==> src/rtl/cam_stream_gen.sv <==
// Camera-style video stream generator: vsync/href/d byte stream sourced either
// from an external frame buffer (RGB444 read per pixel) or internal colour bars.
module cam_stream_gen #(
  parameter int H_ACTIVE    = 640,
  parameter int V_ACTIVE    = 480,
  parameter int HBLANK_CLKS = 144,
  parameter int VSYNC_LINES = 3,
  parameter int VBP_LINES   = 17,
  parameter int VFP_LINES   = 10
) (
  input  logic        pclk,
  input  logic        reset_n,
  input  logic        enable_i,
  input  logic        pattern_sel_i,
  output logic        rd_en_o,
  output logic [18:0] rd_addr_o,
  input  logic [11:0] rd_data_i,
  output logic        vsync_o,
  output logic        href_o,
  output logic [7:0]  d_o,
  output logic        frame_done_o,
  output logic        busy_o
);

  localparam int LINE_CLKS = 2 * H_ACTIVE + HBLANK_CLKS;
  localparam int ACT_CLKS  = 2 * H_ACTIVE;
  localparam int VS_CLKS   = VSYNC_LINES * LINE_CLKS;
  localparam int VBP_CLKS  = VBP_LINES * LINE_CLKS;
  localparam int VFP_CLKS  = VFP_LINES * LINE_CLKS;
  localparam int MAX_A     = (VS_CLKS > VBP_CLKS) ? VS_CLKS : VBP_CLKS;
  localparam int MAX_B     = (VFP_CLKS > LINE_CLKS) ? VFP_CLKS : LINE_CLKS;
  localparam int MAX_CLKS  = (MAX_A > MAX_B) ? MAX_A : MAX_B;
  localparam int CNT_W     = $clog2(MAX_CLKS + 1);
  localparam int LINE_W    = $clog2(V_ACTIVE + 1);
  localparam int BAR_W     = (H_ACTIVE >= 8) ? H_ACTIVE / 8 : 1;

  typedef enum logic [2:0] {IDLE, VSYNC, VBP, ACTIVE, HBLANK, VFP} state_t;

  state_t             state_q, state_d;
  logic [CNT_W-1:0]   cnt_q, cnt_d;
  logic [LINE_W-1:0]  line_q, line_d;
  logic [18:0]        pixIdx_q, pixIdx_d;
  logic               pat_q, pat_d;
  logic [11:0]        px_q, px_d;
  logic               rdEn_q, rdEn_d;
  logic [18:0]        rdAddr_q, rdAddr_d;
  logic               vsync_q, vsync_d;
  logic               href_q, href_d;
  logic [7:0]         d_q, d_d;
  logic               frameDone_q, frameDone_d;
  logic               busy_q, busy_d;

  logic               startFrame;
  logic [CNT_W-1:0]   colFull;
  logic [2:0]         bar;
  logic [11:0]        barPix, fbPix, pix;

  // Every output is derived from the next state and counters, so the
  // registered outputs line up with the state they describe.
  always_comb begin
    state_d    = state_q;
    cnt_d      = cnt_q + CNT_W'(1);
    line_d     = line_q;
    pixIdx_d   = pixIdx_q;
    pat_d      = pat_q;
    px_d       = px_q;
    rdAddr_d   = rdAddr_q;
    startFrame = 1'b0;

    case (state_q)
      IDLE: begin
        cnt_d = '0;
        if (enable_i) begin
          startFrame = 1'b1;
        end
      end
      VSYNC: begin
        if (cnt_q == CNT_W'(VS_CLKS - 1)) begin
          state_d = VBP;
          cnt_d   = '0;
        end
      end
      VBP: begin
        if (cnt_q == CNT_W'(VBP_CLKS - 1)) begin
          state_d = ACTIVE;
          cnt_d   = '0;
        end
      end
      ACTIVE: begin
        if (cnt_q == CNT_W'(ACT_CLKS - 1)) begin
          state_d = HBLANK;
          cnt_d   = '0;
        end
      end
      HBLANK: begin
        if (cnt_q == CNT_W'(HBLANK_CLKS - 1)) begin
          cnt_d = '0;
          if (line_q == LINE_W'(V_ACTIVE - 1)) begin
            state_d = VFP;
          end else begin
            state_d = ACTIVE;
            line_d  = line_q + LINE_W'(1);
          end
        end
      end
      VFP: begin
        if (cnt_q == CNT_W'(VFP_CLKS - 1)) begin
          cnt_d = '0;
          if (enable_i) begin
            startFrame = 1'b1;
          end else begin
            state_d = IDLE;
          end
        end
      end
      default: begin
        state_d = IDLE;
        cnt_d   = '0;
      end
    endcase

    // Mode and address are latched only here, so mid-frame input changes wait.
    if (startFrame) begin
      state_d  = VSYNC;
      cnt_d    = '0;
      line_d   = '0;
      pixIdx_d = '0;
      rdAddr_d = '0;
      pat_d    = pattern_sel_i;
    end

    // Reads lead each pixel by two cycles, so the first read of a line lands
    // in the tail of VBP or of the HBLANK preceding that line.
    rdEn_d = !pat_d &&
             ((state_d == VBP && cnt_d == CNT_W'(VBP_CLKS - 2)) ||
              (state_d == HBLANK && cnt_d == CNT_W'(HBLANK_CLKS - 2) &&
               line_d != LINE_W'(V_ACTIVE - 1)) ||
              (state_d == ACTIVE && !cnt_d[0] &&
               (cnt_d + CNT_W'(4)) <= CNT_W'(ACT_CLKS)));
    if (rdEn_d) begin
      rdAddr_d = pixIdx_q;
      pixIdx_d = pixIdx_q + 19'd1;
    end

    colFull = cnt_d >> 1;
    bar     = 3'(colFull / CNT_W'(BAR_W));
    barPix  = {{4{bar[2]}}, {4{bar[1]}}, {4{bar[0]}}};
    fbPix   = cnt_d[0] ? px_q : rd_data_i;
    pix     = pat_d ? barPix : fbPix;

    d_d = 8'h00;
    if (state_d == ACTIVE) begin
      if (cnt_d[0]) begin
        d_d = {pix[4], 2'b00, pix[3:0], 1'b0};
      end else begin
        d_d = {pix[11:8], 1'b0, pix[7:5]};
        if (!pat_d) begin
          px_d = rd_data_i;
        end
      end
    end

    vsync_d     = (state_d == VSYNC);
    href_d      = (state_d == ACTIVE);
    busy_d      = (state_d != IDLE);
    frameDone_d = (state_d == VFP) && (cnt_d == CNT_W'(VFP_CLKS - 1));
  end

  always_ff @(posedge pclk or negedge reset_n) begin
    if (!reset_n) begin
      state_q     <= IDLE;
      cnt_q       <= '0;
      line_q      <= '0;
      pixIdx_q    <= '0;
      pat_q       <= 1'b0;
      px_q        <= '0;
      rdEn_q      <= 1'b0;
      rdAddr_q    <= '0;
      vsync_q     <= 1'b0;
      href_q      <= 1'b0;
      d_q         <= '0;
      frameDone_q <= 1'b0;
      busy_q      <= 1'b0;
    end else begin
      state_q     <= state_d;
      cnt_q       <= cnt_d;
      line_q      <= line_d;
      pixIdx_q    <= pixIdx_d;
      pat_q       <= pat_d;
      px_q        <= px_d;
      rdEn_q      <= rdEn_d;
      rdAddr_q    <= rdAddr_d;
      vsync_q     <= vsync_d;
      href_q      <= href_d;
      d_q         <= d_d;
      frameDone_q <= frameDone_d;
      busy_q      <= busy_d;
    end
  end

  assign rd_en_o      = rdEn_q;
  assign rd_addr_o    = rdAddr_q;
  assign vsync_o      = vsync_q;
  assign href_o       = href_q;
  assign d_o          = d_q;
  assign frame_done_o = frameDone_q;
  assign busy_o       = busy_q;

endmodule

==> config.mk <==
export PLATFORM = sky130hd
export DESIGN_NAME = cam_stream_gen
export DESIGN_NICKNAME = d
export VERILOG_FILES = /design/src/rtl/cam_stream_gen.sv
export SDC_FILE = /design/constraint.sdc
export NUM_CORES = 1
export LEC_CHECK = 0
export ABC_AREA = 1
export CORE_MARGIN = 1
export CORE_UTILIZATION = 43
export CTS_CLUSTER_DIAMETER = 150
export DETAILED_ROUTE_END_ITERATION = 10
export GPL_ROUTABILITY_DRIVEN = 0
export GPL_TIMING_DRIVEN = 0
export PLACE_DENSITY = 0.69
export SLEW_MARGIN = 20
export SYNTH_ARGS = -nofsm -noshare
export SYNTH_HDL_FRONTEND = slang
export SYNTH_SLANG_ARGS = --single-unit
==> constraint.sdc <==
create_clock -name pclk -period 4.35 [get_ports pclk]
set_clock_uncertainty 0.2 [all_clocks]
set_input_delay 0.6525 -clock pclk [delete_from_list [all_inputs] [get_ports pclk]]
set_output_delay 0.6525 -clock pclk [all_outputs]
set_load 0.02 [all_outputs]
==> metrics.md, run 1 <==
| Metric | Value |
|---|---|
| I/O Buffers | 47 |
| CP delay by family, top | simple AND/OR/NAND/NOR gates |
| CTS clk-pin slew, worst paths | roughly 0.070 ns |
| Yosys cell types | 47 |
| Fin util | a little under 60% |
| Warnings, synthesis | 0 |
| Final cell area excluding filler cells | ~6900 µm² |
| Avg WL per Cell | 15.1 µm |
| CP arrival | 4.36 ns |
| Worst-Skew Late Latency | about 0.35 ns |
| Worst Path Required | 4.38 ns |
| R2R depth | 35 |
| Most frequent cells in the layout | nand2_1, inv_1, dfrtp_1 |
| CP peak stage delay | ~0.40 ns |
| Worst r2r src | cnt_q[1]$_DFF_PN0_ |
| Critical path class | flip-flop to flip-flop |
| Synth area leader | dfrtp_1 |
| Layout area overhead | 31.5% |
| Crit path max fanout | 7 |
| Post-synth EDFFs | 0 |
| Initial core utilization | approximately 44% |
| Critical Path Most Common Cell | nand2_4 |
| Die height | ~110 µm |
| CTS tree | yes |
| First-pass DRT Iterations | 4 |
| FILL cells | 1018 |
| Die X | between 100 and 150 µm |
| Layout cell share with drive strength beyond 1 | between 20% and 30% |
| Buf/Inv on CP | 0 |
| Worst reg-to-reg setup slack | around 0.028 ns |
| Slowest cell on crit path | dfrtp_1 |
| Largest net degree at the start of global routing | between 50 and 60 |
| Dpl hpwl | about 9.8 mm |
| Mapped Area | around 5300 µm² |
| CP endpoint kind | flip-flop |
| Core area | about 12000 µm² |
| Fin crit period | ~4.3 ns |
| Total chip power | approximately 1.7 mW |
| # diodes | 0 |
| Area share of the largest cell type after synthesis | 41.9% |
| Multi-input gate area in the final layout | between 2000 and 3000 µm² |
| First-pass GRT wire length | about 22 mm |
| Slew @ Worst Pin | between 0.7 and 0.8 ns |
| Yosys reg bits | 88 |
| Fin worst setup slack | around 0.028 ns |
| Setup violators final | 0 |
| FMAX | ~0.23 GHz |
| GRT Resource Usage Total | a little over a fifth |
| Asr flop ratio synth | 100% |
| Leak pwr | between 3 and 4 nW |
| Most common cell after layout, fill and taps aside | nand2_1 |
| Average size of a mapped cell | between 7 and 8 µm² |
| Area contributors post-synth | dfrtp_1, nand2_1, inv_1 |
| Die area | 12700 µm² |
| Status | finished, final reports clean |
| Max-Cap Viols | 0 |
| Reg-to-reg endpoint | d_o[3]$_DFF_PN0_ |
| Hold Vio Cnt, Final | 0 |
| DR vias | between 5000 and 6000 |
| Setup WS pre-CTS | -0.527 ns |
| Min-Delay Path Class | primary input to asynchronous set/reset pin |
| Clock root cell | clkbuf_16 |
| Longest Clk Path Bufs | 2 |
| Starting DRT DRC Count | 250 |
| Routed vias/inst | about 5.5 |
| Relative slew slack | 49.8% |
| CP Launch Type | flip-flop |
| ANT nets after route | 0 |
| DRC | 0 |
| Synthesized net count | roughly 720 |
| Row Count | 40 |
| Maximum VDD drop | about 0.3 mV |
| Initial antenna violation count | 0 |
| Count of pins over their slew limit | 0 |
| Storage cell area | about 2200 µm² |
| RSZ-0062 raised after global routing | true |
| Ports | 48 |
| Main synth FF type | dfrtp_1 |
| Wirelength, routed | around 14 mm |
| Pwr per Cell Area | roughly 250 nW/µm² |
| Tcrit/Tclk final | between 90% and 100% |
| Gr ovfl total | 0 |
| Total CTS buffers | 9 |
| Sequential element share of the synthesized area | about two fifths |
| Fin nets | approximately 810 |
| Vias in the first global route | slightly below 5000 |
| CTS sink cnt | 88 |
| Cts hold-fix bufs | 0 |
| Post-Syn Instances | around 700 |
| Placed Area | just under 6000 µm² |
| H-tree depth | 3 |
[routing by layer]
layer  vias up  wire length [µm]  global-route usage (%)
met5         -                 0                       0
met4         0               420                    10.0
met3        39               719                    3.62
met2       175              6830                    35.9
met1      2468              6190                    28.6
li1       2447                 -                       -
[layout make-up]
class	count	area share, %
Multi-Input combinational cell	486	42.9
Sequential cell	88	32.0
Timing Repair Buffer	78	10.4
Inverter	112	6.16
Clock buffer	11	3.66
Tap cell	147	2.66
Clock inverter	5	1.23
Buffer	11	1.01
[sequential cells by signal, indices dropped and copies added (netlist names), 3 cells and up]
name	count
d_o	8
rd_addr_o	19
cnt_q	15
line_q	9
px_q	9
pixIdx_q	19
state_q	3
[timing repair]
action                                  4_1_cts  5_1_grt
resized for setup                            19      100
hold endpoints to repair                      0        0
buffers inserted                              3       27
endpoints found under the setup margin       44       44
pin swaps                                     2       38
[Yosys cell counts (all sizes together) (9+ instances only)]
cell type	count
nand2	180
inv	109
dfrtp	88
nor2	77
nand3	60
o21ai	42
nor3	19
a21oi	17
xor2	17
nand4	15
o22ai	13
clkbuf	9
[report_power, final]
part / switching (mW) / internal (mW)
Combinational: 0.0214 / 0.0171
Clock: 0.340 / 0.539
Sequential: 0.00235 / 0.822
[kinds of logic (layout without fill, tap and decap cells)]
| group | count (synthesis) | in the layout | synth area share [%] |
|---|---|---|---|
| simple gates | 367 | 367 | 33.3 |
| buf+inv | 123 | 217 | 9.07 |
| compound gates | 94 | 94 | 11.0 |
| flops | 88 | 88 | 41.9 |
| xor+xnor | 17 | 17 | 2.98 |
| mux | 5 | 5 | 1.07 |
| fa+ha+maj | 3 | 3 | 0.715 |
[worst max path at each step]
| stage | startpoint | to | slack [ns] | cells after the start |
|---|---|---|---|---|
| floorplan | cnt_q[0]$_DFF_PN0_ | d_o[3]$_DFF_PN0_ | 0.50 | 32 |
| global placement | reset_n | d_o[3]$_DFF_PN0_ | -0.77 | 1 |
| detailed placement | line_q[0]$_DFF_PN0_ | pixIdx_q[12]$_DFFE_PN0P_ | -0.53 | 21 |
| CTS | cnt_q[0]$_DFF_PN0_ | d_o[1]$_DFF_PN0_ | 0.005 | 39 |
| global route | cnt_q[1]$_DFF_PN0_ | d_o[4]$_DFF_PN0_ | -0.28 | 40 |
| finish | cnt_q[1]$_DFF_PN0_ | d_o[3]$_DFF_PN0_ | 0.03 | 35 |
[worst register-to-register path, delay by kind of cell (launching register included)]
family / cells / cell delay, ns
flops: 1 / 0.40
compound gates: 2 / 0.27
fa+ha+maj: 1 / 0.19
simple gates: 32 / 3.15
[per-stage QoR]
step           cells  setup TNS (ns)  hold WS (ns)
4_1_cts          911               0        0.0870
3_3_place_gp     891          -76.96         0.267
6_report         938               0        0.0681
3_5_place_dp     892          -13.10         0.276
2_1_floorplan    697               0         0.157
5_1_grt          938           -4.60         0.111
No activity file was read; power rests on OpenSTA's default activity.
==> run 2: changes to the inputs <==
--- a/config.mk
+++ b/config.mk
@@ -5,14 +5,13 @@
 export SDC_FILE = /design/constraint.sdc
 export NUM_CORES = 1
 export LEC_CHECK = 0
-export ABC_AREA = 1
 export CORE_MARGIN = 1
 export CORE_UTILIZATION = 43
-export CTS_CLUSTER_DIAMETER = 150
+export CTS_CLUSTER_DIAMETER = 120
 export DETAILED_ROUTE_END_ITERATION = 10
 export GPL_ROUTABILITY_DRIVEN = 0
 export GPL_TIMING_DRIVEN = 0
-export PLACE_DENSITY = 0.69
+export PLACE_DENSITY = 0.68
 export SLEW_MARGIN = 20
 export SYNTH_ARGS = -nofsm -noshare
 export SYNTH_HDL_FRONTEND = slang
==> constraint.sdc (replaced) <==
create_clock -name pclk -period 5.5 [get_ports pclk]
set_clock_uncertainty 0.2 [all_clocks]
set_input_delay 0.825 -clock pclk [delete_from_list [all_inputs] [get_ports pclk]]
set_output_delay 0.825 -clock pclk [all_outputs]
set_load 0.02 [all_outputs]
==> run 2 against run 1 <==
Compared with the run above:
- final area down 4.5%
- combinational power rose to 5.6 times the previous value
- critical path depth down 20
- wire length up 2.3%
- first-iteration DRC count up 110%
- sequential cell count unchanged
==> metrics.md, run 2 <==
| Metric | Value |
|---|---|
| Worst-Skew Late Latency | 0.35 ns (about the same) |
| Area contributors post-synth | dfrtp_1, nand2_1, nor3_1 |
| Post-synth EDFFs | 0 (unchanged) |
| Yosys cell types | 74 (+57%) |
| Leak pwr | 2.80 nW (-17%) |
| Most Used Layer, Global Route | met2 |
| Min-Delay Path Class | primary input to asynchronous set/reset pin |
| Reg-to-reg endpoint | d_o[2]$_DFF_PN0_ |
| Wirelength, routed | 14.5 mm (+2.3%) |
| FMAX | 0.203 GHz (-12%) |
| Total CTS buffers | 9 (unchanged) |
| Clock network power share | 42.0% (-8.5 points) |
| Clock root cell | clkbuf_16 |
| Fin crit period | 4.92 ns (+0.600 ns) |
| Starting DRT DRC Count | 537 (+110%) |
| Final TNS setup | 0 ns (unchanged) |
| Critical path class | flip-flop to flip-flop |
| Layout area overhead | 18.6% |
| Total chip power | 1.58 mW (-9.2%) |
| Tcrit/Tclk final | 89.5% (-9.9 points) |
| # diodes | 0 (unchanged) |
| FILL cells | 1192 (+17%) |
| First-pass DRT Iterations | 5 (+1) |
| Yosys reg bits | 88 (unchanged) |
| DR vias | 5227 (+1.9%) |
| Count of pins over their slew limit | 0 (unchanged) |
| Core area | 12600 µm² (+5.5%) |
| Initial antenna violation count | 0 (unchanged) |
| CP arrival | 4.92 ns (+0.56 ns) |
| Longest Clk Path Bufs | 2 (unchanged) |
| Initial core utilization | 44.1% (+0.16 points) |
| Relative slew slack | 29.7% (-20 points) |
| Maximum VDD drop | 0.191 mV (-35%) |
| CTS clk-pin slew, worst paths | 0.07 ns (about the same) |
| CP Launch Type | flip-flop |
| Warnings, synthesis | 0 (unchanged) |
| Setup WS pre-CTS | 0.475 ns (+1.00 ns) |
| Avg WL per Cell | 16.4 µm (+8.5%) |
| Post-synth top cells | nand2_1, dfrtp_1, nor2_1, nor3_1, a21oi_1 |
| First-pass GRT wire length | 23.8 mm (+7.1%) |
| CP peak stage delay | 0.56 ns (+0.16 ns) |
| R2R depth | 15 (-57%) |
| Die height | 116 µm (+2.8%) |
| ANT nets after route | 0 (unchanged) |
| Multi-input gate area in the final layout | 3130 µm² (+5.6%) |
| Max-Cap Viols | 0 (unchanged) |
| GRT Resource Usage Total | 22.6% (+0.71 points) |
| # placed instances | 868 (-2.7%) |
| Synth area leader | dfrtp_1 |
| Hold Vio Cnt, Final | 0 (unchanged) |
| Fin worst setup slack | 0.577 ns (+0.550 ns) |
| Count leader, synth | nand2_1 |
| Most common cell after layout, fill and taps aside | nand2_1 |
| I/O Buffers | 47 (unchanged) |
| Mapped Area | 5560 µm² (+5.9%) |
| Crit path max fanout | 10 (+3) |
| Area share of the largest cell type after synthesis | 39.6% (-2.3 points) |
| Average size of a mapped cell | 8.58 µm² (+14%) |
| CTS tree | yes |
| Status | finished, final reports clean |
| Worst hold-check slack | 0.219 ns (+0.151 ns) |
| Post-CTS Setup Bufs | 0 (-3) |
| Layout cell share with drive strength beyond 1 | 12.2% (-13 points) |
| GR Util met2 | 35.0% (-0.81 points) |
| Gr ovfl total | 0 (unchanged) |
| Comb pwr share | 13.6% (+11 points) |
| Dpl hpwl | 10.5 mm (+7.9%) |
| Most frequent cells in the layout | nand2_1, dfrtp_1, clkdlybuf4s50_1 |
| CTS sink cnt | 88 (unchanged) |
| Routed vias/inst | 5.91 (+8.1%) |
| Pwr per Cell Area | 240 nW/µm² (-4.9%) |
| Slew @ Worst Pin | 1.05 ns (+0.304 ns) |
| Ports | 48 (unchanged) |
| Vias in the first global route | 4949 (+2.6%) |
| Met1 Use GR | 30.8% (+2.2 points) |
| Die X | 116 µm (+2.8%) |
| Main synth FF type | dfrtp_1 |
| Storage cell area | 2200 µm² (-0.28%) |
| Asr flop ratio synth | 100% (unchanged) |
| Finished Layout Cells | 884 (-5.8%) |
| DRC | 0 (unchanged) |
| Switching power | 436 µW (+20%) |
| CP endpoint kind | flip-flop |
| RSZ-0062 raised after global routing | false |
| Worst Path Required | 5.50 ns (+1.12 ns) |
| Worst r2r src | cnt_q[1]$_DFF_PN0_ |
| Setup violators final | 0 (unchanged) |
| Cells along the critical path | ha_1, and4_1, and3_1, clkbuf_1, mux2i_1, xor2_1, nand2_1, a31oi_1, o21ai_0, a2111oi_1, clkbuf_1, or2_2, o221ai_1, a211oi_1, a211oi_1 |
| Synthesized net count | 667 (-6.8%) |
| H-tree depth | 3 (unchanged) |
| Die area | 13400 µm² (+5.8%) |
| Switching Share | 27.5% (+6.7 points) |
| GR Util met3 | 4.60% (+0.98 points) |
| Slowest cell on crit path | a2111oi_1 |
| Internal power | 1.15 mW (-17%) |
| Sequential Power Share | 44.4% (-2.9 points) |
| Worst reg-to-reg setup slack | 0.58 ns (+0.55 ns) |
| Row Count | 41 (+2.5%) |
| Post-Syn Instances | 648 (-7.0%) |
| Largest net degree at the start of global routing | 60 (+15%) |
| Sequential element share of the synthesized area | 39.6% (-2.3 points) |
| Fin nets | 726 (-9.8%) |
run 2: stage by stage:
step / utilization [%] / instance area (µm²)
final: 52.3 / 6600
after global routing: 52.3 / 6600
after CTS: 52.2 / 6590
after detailed placement: 49.7 / 6270
after global placement: 49.5 / 6250
after floorplan: - / 5560
run 2: what timing repair did:
action,CTS,global route
endpoints found under the setup margin,0,2
resized for setup,0,1
hold buffers,0,0
run 2: worst max-delay path: cells and delay by family, from the launching register on:
kind | cells | cell delay, ns
buf+inv | 2 | 0.63
mux | 1 | 0.26
xor+xnor | 1 | 0.22
simple gates | 4 | 0.84
flops | 1 | 0.40
compound gates | 6 | 1.93
fa+ha+maj | 1 | 0.27
run 2: power groups by stage:
stage	logic (mW)	registers, mW	clock network [mW]
final	0.215	0.703	0.664
after global routing	0.239	0.708	0.696
after CTS	0.214	0.702	0.674
after detailed placement	0.212	0.714	0
after global placement	0.205	0.713	0
after floorplan	0.142	0.708	0
run 2: logic make-up (layout without fill, tap and decap cells):
logic type / after synthesis / in the layout / share of synthesized area [%]
adder cells (fa/ha/maj): 3 / 3 / 0.675
flip-flops: 88 / 88 / 39.6
XOR/XNOR: 27 / 27 / 4.59
AND/OR/NAND/NOR: 285 / 285 / 26.0
AO/OA/AOI/OAI: 176 / 176 / 21.9
multiplexers: 15 / 15 / 2.90
buffers and inverters: 54 / 118 / 4.39
run 2: cell type report:
type / count / area share [%]
tap: 172 / 3.26
buffer: 37 / 2.73
timing repair buffer: 48 / 7.51
sequential: 88 / 33.4
inverter: 17 / 0.967
clock inverter: 6 / 1.27
multi-input combinational: 506 / 47.4
clock buffer: 10 / 3.47
run 2: how the worst max path moves through the flow:
stage / startpoint / end / slack, ns / depth (start not counted)
after floorplan: cnt_q[0]$_DFF_PN0_ / d_o[1]$_DFF_PN0_ / 1.28 / 14
after global placement: reset_n / rd_addr_o[4]$_DFFE_PN0P_ / 0.11 / 1
after detailed placement: cnt_q[0]$_DFF_PN0_ / d_o[2]$_DFF_PN0_ / 0.48 / 15
after CTS: cnt_q[0]$_DFF_PN0_ / d_o[2]$_DFF_PN0_ / 0.44 / 15
after global routing: cnt_q[0]$_DFF_PN0_ / d_o[3]$_DFF_PN0_ / 0.20 / 14
final: cnt_q[1]$_DFF_PN0_ / d_o[2]$_DFF_PN0_ / 0.58 / 15
run 2: metal layers:
metal | routed length (µm) | vias up
met5 | 0 | -
met4 | 327 | 0
met3 | 946 | 43
met2 | 6580 | 182
met1 | 6630 | 2498
li1 | - | 2504
